## config.mk

```make
export PLATFORM = sky130hd
export DESIGN_NAME = uart_tx_arb
export DESIGN_NICKNAME = d
export VERILOG_FILES = /design/src/rtl/uart_tx_arb.sv
export SDC_FILE = /design/constraint.sdc
export NUM_CORES = 1
export LEC_CHECK = 0
export ABC_AREA = 1
export CAP_MARGIN = 40
export CORE_MARGIN = 4
export CORE_UTILIZATION = 50
export CTS_CLUSTER_SIZE = 8
export DETAILED_ROUTE_END_ITERATION = 6
export GPL_TIMING_DRIVEN = 1
export PLACE_DENSITY = 0.78
export SLEW_MARGIN = 20
export SYNTH_ARGS = -nofsm -noshare
export SYNTH_HDL_FRONTEND = slang
export SYNTH_SLANG_ARGS = --single-unit
```

## constraint.sdc

```tcl
create_clock -name i_Clock -period 1.8 [get_ports i_Clock]
set_clock_uncertainty 0.15 [all_clocks]
set_input_delay 0.27 -clock i_Clock [delete_from_list [all_inputs] [get_ports i_Clock]]
set_output_delay 0.27 -clock i_Clock [all_outputs]
set_load 0.02 [all_outputs]
```

## src/rtl/uart_tx_arb.sv

```systemverilog
// Round-robin arbiter that lets two byte producers share one uart_tx serializer.
// Each requester owns a one-byte holding register; frames are launched one at a time.
module uart_tx_arb #(
    parameter int unsigned g_IDLE_GAP = 0
) (
    input  logic       i_Clock,
    input  logic       i_Rst_L,

    input  logic       i_A_DV,
    input  logic [7:0] i_A_Byte,
    output logic       o_A_Ready,
    output logic       o_A_Done,

    input  logic       i_B_DV,
    input  logic [7:0] i_B_Byte,
    output logic       o_B_Ready,
    output logic       o_B_Done,

    output logic       o_TX_DV,
    output logic [7:0] o_TX_Byte,
    input  logic       i_TX_Active,
    input  logic       i_TX_Done,

    output logic [1:0] o_Grant,
    output logic [1:0] o_Dbg_State
);

    typedef enum logic [1:0] {
        S_IDLE      = 2'd0,
        S_WAIT_DONE = 2'd1,
        S_GAP       = 2'd2
    } state_t;

    localparam logic [7:0] GAP_LOAD = 8'(g_IDLE_GAP);

    state_t     state_q, state_d;

    logic       pend_a_q, pend_a_d;
    logic [7:0] byte_a_q, byte_a_d;
    logic       pend_b_q, pend_b_d;
    logic [7:0] byte_b_q, byte_b_d;

    // Set when B was the last requester whose frame completed; reset value favours A.
    logic       last_b_q, last_b_d;
    logic [7:0] gap_q, gap_d;

    logic       tx_dv_q, tx_dv_d;
    logic [7:0] tx_byte_q, tx_byte_d;
    logic [1:0] grant_q, grant_d;
    logic       a_done_q, a_done_d;
    logic       b_done_q, b_done_d;

    logic       launch;
    logic       win_b;
    logic       finish;
    logic       accept_a;
    logic       accept_b;

    // Handshake: a byte transfers on any rising edge where X_DV and X_Ready are
    // both high; DV while Ready is low is ignored and never overwrites the held byte.
    assign accept_a = i_A_DV && !pend_a_q;
    assign accept_b = i_B_DV && !pend_b_q;

    assign launch = (state_q == S_IDLE) && (pend_a_q || pend_b_q) && !i_TX_Active;
    assign win_b  = pend_b_q && (!pend_a_q || !last_b_q);
    assign finish = (state_q == S_WAIT_DONE) && i_TX_Done;

    always_ff @(posedge i_Clock or negedge i_Rst_L) begin
        if (!i_Rst_L) begin
            state_q   <= S_IDLE;
            pend_a_q  <= 1'b0;
            byte_a_q  <= 8'h00;
            pend_b_q  <= 1'b0;
            byte_b_q  <= 8'h00;
            last_b_q  <= 1'b1;
            gap_q     <= 8'h00;
            tx_dv_q   <= 1'b0;
            tx_byte_q <= 8'h00;
            grant_q   <= 2'b00;
            a_done_q  <= 1'b0;
            b_done_q  <= 1'b0;
        end else begin
            state_q   <= state_d;
            pend_a_q  <= pend_a_d;
            byte_a_q  <= byte_a_d;
            pend_b_q  <= pend_b_d;
            byte_b_q  <= byte_b_d;
            last_b_q  <= last_b_d;
            gap_q     <= gap_d;
            tx_dv_q   <= tx_dv_d;
            tx_byte_q <= tx_byte_d;
            grant_q   <= grant_d;
            a_done_q  <= a_done_d;
            b_done_q  <= b_done_d;
        end
    end

    always_comb begin
        state_d = state_q;
        unique case (state_q)
            S_IDLE:      if (launch)        state_d = S_WAIT_DONE;
            S_WAIT_DONE: if (i_TX_Done)     state_d = S_GAP;
            S_GAP:       if (gap_q == 8'h00) state_d = S_IDLE;
            default:                         state_d = S_IDLE;
        endcase
    end

    // GAP always lasts at least one cycle so uart_tx leaves its cleanup state
    // before it can see the next start pulse.
    always_comb begin
        tx_dv_d   = 1'b0;
        tx_byte_d = tx_byte_q;
        grant_d   = grant_q;
        a_done_d  = 1'b0;
        b_done_d  = 1'b0;
        last_b_d  = last_b_q;
        gap_d     = gap_q;

        if (launch) begin
            tx_dv_d   = 1'b1;
            tx_byte_d = win_b ? byte_b_q : byte_a_q;
            grant_d   = win_b ? 2'b10 : 2'b01;
        end

        if (finish) begin
            a_done_d = grant_q[0];
            b_done_d = grant_q[1];
            last_b_d = grant_q[1];
            grant_d  = 2'b00;
            gap_d    = GAP_LOAD;
        end

        if ((state_q == S_GAP) && (gap_q != 8'h00)) begin
            gap_d = gap_q - 8'h01;
        end
    end

    always_comb begin
        pend_a_d = pend_a_q;
        byte_a_d = byte_a_q;
        pend_b_d = pend_b_q;
        byte_b_d = byte_b_q;

        if (launch && !win_b) pend_a_d = 1'b0;
        if (launch &&  win_b) pend_b_d = 1'b0;

        if (accept_a) begin
            pend_a_d = 1'b1;
            byte_a_d = i_A_Byte;
        end
        if (accept_b) begin
            pend_b_d = 1'b1;
            byte_b_d = i_B_Byte;
        end
    end

    assign o_A_Ready   = !pend_a_q;
    assign o_B_Ready   = !pend_b_q;
    assign o_A_Done    = a_done_q;
    assign o_B_Done    = b_done_q;
    assign o_TX_DV     = tx_dv_q;
    assign o_TX_Byte   = tx_byte_q;
    assign o_Grant     = grant_q;
    assign o_Dbg_State = state_q;

endmodule
```

==> metrics <==
first-pass iteration count of the detailed router=4; max-cap viol count=0; Critical Path Sink Type=output port; Detailed Route WL=3.77 mm; sequential fraction of design power=0.398; Synthesized Nets=211; DP Area=0.00230 mm2; grt ovf=0; VDD IR-drop max=0.000866 V; CP bufs+invs=1; final instance area=0.00240 mm2; Yosys cell types=21; via count=1452; Comb pwr share=0.453; commonest non-fill, non-tap cell in the layout=nand2_1; Slew @ Worst Pin=0.519 ns; Area Overhead vs Synth=29.4%; Cell Chain, Critical Path=clkdlybuf4s50_1; Ant. Diodes=0; post-CTS setup buffers=0; Async SR Flop Fraction=1.00; Nets=258; syn_area_per_cell=9.92 um2; FMAX=578 MHz; Clock power frac=0.149; pwr dens=1710 mW/mm2; DRC Markers=0; Int Power=2.51 mW; sequential share of the synthesized area=0.567; Synth Cell Area=0.00186 mm2; Top FF cell, synth=dfrtp_1; XOR/XNOR share of the synthesized area=0.00472; Tightest Hold Check Type=register to register; clock slew at reported path FFs=0.07 ns; Clock Latency Late Sink=0.30 ns; crit path time final=1.73 ns; Worst path depth=1; crit-path leading delay family=buffers and inverters; Final Wtd Congestion=0.739; Die Span Y=68.9 um; CTS sink cnt=42; R2R Path Start=gap_q[0]$_DFFE_PN0P_; Critical Path Source Type=register; Synth Area in Compound Gates=0.0452; final setup violation count=0; first-pass GRT wire length=6.10 mm; crit path DAT=1.31 ns; Synth Area in Simple Gates=0.230; flop-to-flop setup slack=0.26 ns; Tot GR Track Use=0.183; final critical-path share of the clock period=0.960; Worst R2R End=gap_q[5]$_DFFE_PN0P_; commonest cells after routing, fill and taps aside=45 x nand2_1, 41 x dfrtp_1, 35 x clkdlybuf4s50_1; CP startpoint=o_Dbg_State[1]$_DFFE_PN0P_; EDFF count, synth=0; Antenna Violating Nets Remaining=0; slowest cell on the critical path=clkdlybuf4s50_1; post-DP HPWL=2.67 mm; critical path endpoint=o_Dbg_State[1]; H-tree depth=2; Final WS setup=0.0711 ns; register bit total from synthesis=42; CTS Root Cell=clkbuf_8; initial core utilization=0.535; num ports=39; CTS Buffer Depth=2; final hold violation count=0; Max transition margin=0.654; Synth Warn #=0; Core Box Area=0.00347 mm2; result of the run=finished, final reports clean; crit path max fanout=4; largest net degree at the start of global routing=43; die width=68.9 um; vias per std cell=5.17; critical path class=register to output port; routed len/inst=13.4 um; vias in the first global route=1316; CTS buffer count=5; LEAKAGE=1.13 nW; antenna violations before repair=0; Place WS=0.141 ns; switching pwr=1.60 mW; Critical Path RT=1.38 ns; largest family of logic cells by synthesized area=simple AND/OR/NAND/NOR gates; cell count of the worst reg-to-reg path=6; setup TNS=0 ns; fraction of synthesized area in multiplexers=0.0971; share of cells above drive strength 1=0.170; number of DRC markers in iteration 0=92; RSZ-0062 raised after global routing=false; Port-buffer cells=38; Util after Layout=0.692; synthesized instance count=187; Slew Limit Fails=0; Die ar.=0.00475 mm2; switching portion of total power=0.389; hold slack=0.342 ns; Rows=21; area share of fa/ha/maj cells after synthesis=0.0135; largest stage delay on the critical path=0.62 ns; CTS tree=built
per-layer routing:
layer | wire length, um | GRT usage
met1 | 1680 | 0.243
met2 | 1740 | 0.262
met3 | 252 | 0.0632
met4 | 97 | 0.0949
met5 | 0 | 0
what timing repair did:
action,4_1_cts,5_1_grt
gates resized for setup,2,0
endpoints found under the setup margin,2,0
endpoints found under the hold margin,41,0
hold buffers,1,0
logic make-up (layout without fill, tap and decap cells):
kind of cell,count (synthesis),count (layout)
AND/OR/NAND/NOR,95,95
flip-flops,42,42
buffers and inverters,20,68
multiplexers,16,16
AO/OA/AOI/OAI,11,11
adder cells (fa/ha/maj),2,2
XOR/XNOR,1,1
sequential cells by signal (all words and copies together), names as in the netlist:
name	flops
o_Dbg_State	2
o_B_Done	1
pend_b_q	1
o_A_Done	1
byte_b_q	8
gap_q	8
last_b_q	1
o_TX_DV	1
o_Grant	2
pend_a_q	1
byte_a_q	8
o_TX_Byte	8
cell usage after synthesis, types with 2 or more instances:
| library cell | n | area (um2) |
|---|---|---|
| ha_1 | 2 | 25.0 |
| inv_2 | 2 | 7.51 |
| nand2_2 | 3 | 18.8 |
| o21ai_0 | 7 | 35.0 |
| nand4_1 | 2 | 12.5 |
| nand3_1 | 29 | 145 |
| mux2_2 | 16 | 180 |
| dfrtp_1 | 41 | 1030 |
| buf_2 | 3 | 15.0 |
| inv_1 | 15 | 56.3 |
| nor2_2 | 3 | 18.8 |
| nor2_1 | 11 | 41.3 |
| nand2_1 | 45 | 169 |
final cells by class:
| class | instances | area [um2] |
|---|---|---|
| multi-input combinational | 125 | 724 |
| fill | 290 | 1070 |
| timing repair buffer | 43 | 413 |
| sequential | 42 | 1050 |
| tap | 46 | 57.6 |
| clock buffer | 8 | 90.1 |
| inverter | 17 | 63.8 |
power by group through the flow:
stage / Sequential, mW / Combinational (mW) / Clock, mW
2_1_floorplan: 1.76 / 1.09 / 0
3_3_place_gp: 1.65 / 1.84 / 0
3_5_place_dp: 1.65 / 1.89 / 0
4_1_cts: 1.64 / 1.88 / 0.643
5_1_grt: 1.70 / 2.08 / 0.679
6_report: 1.64 / 1.86 / 0.615
worst min path at each step:
| stage | depth (start not counted) | slack, ns | end | startpoint |
|---|---|---|---|---|
| floorplan | 0 | -0.18 | byte_a_q[0]$_DFFE_PN0P_ | i_Rst_L |
| global placement | 2 | 0.22 | o_Dbg_State[0]$_DFFE_PN0P_ | i_Rst_L |
| detailed placement | 2 | 0.22 | o_Dbg_State[0]$_DFFE_PN0P_ | i_Rst_L |
| CTS | 2 | 0.34 | o_TX_Byte[7]$_DFFE_PN0P_ | byte_b_q[7]$_DFFE_PN0P_ |
| global route | 2 | 0.37 | o_TX_Byte[2]$_DFFE_PN0P_ | byte_b_q[2]$_DFFE_PN0P_ |
| finish | 2 | 0.34 | o_TX_Byte[4]$_DFFE_PN0P_ | byte_b_q[4]$_DFFE_PN0P_ |
per-stage QoR:
stage               power (mW)  cells
floorplan                 2.85    187
global placement          3.49    272
detailed placement        3.54    272
CTS                       4.16    281
global route              4.45    281
finish                    4.11    281
No activity file was read; power rests on OpenSTA's default activity.
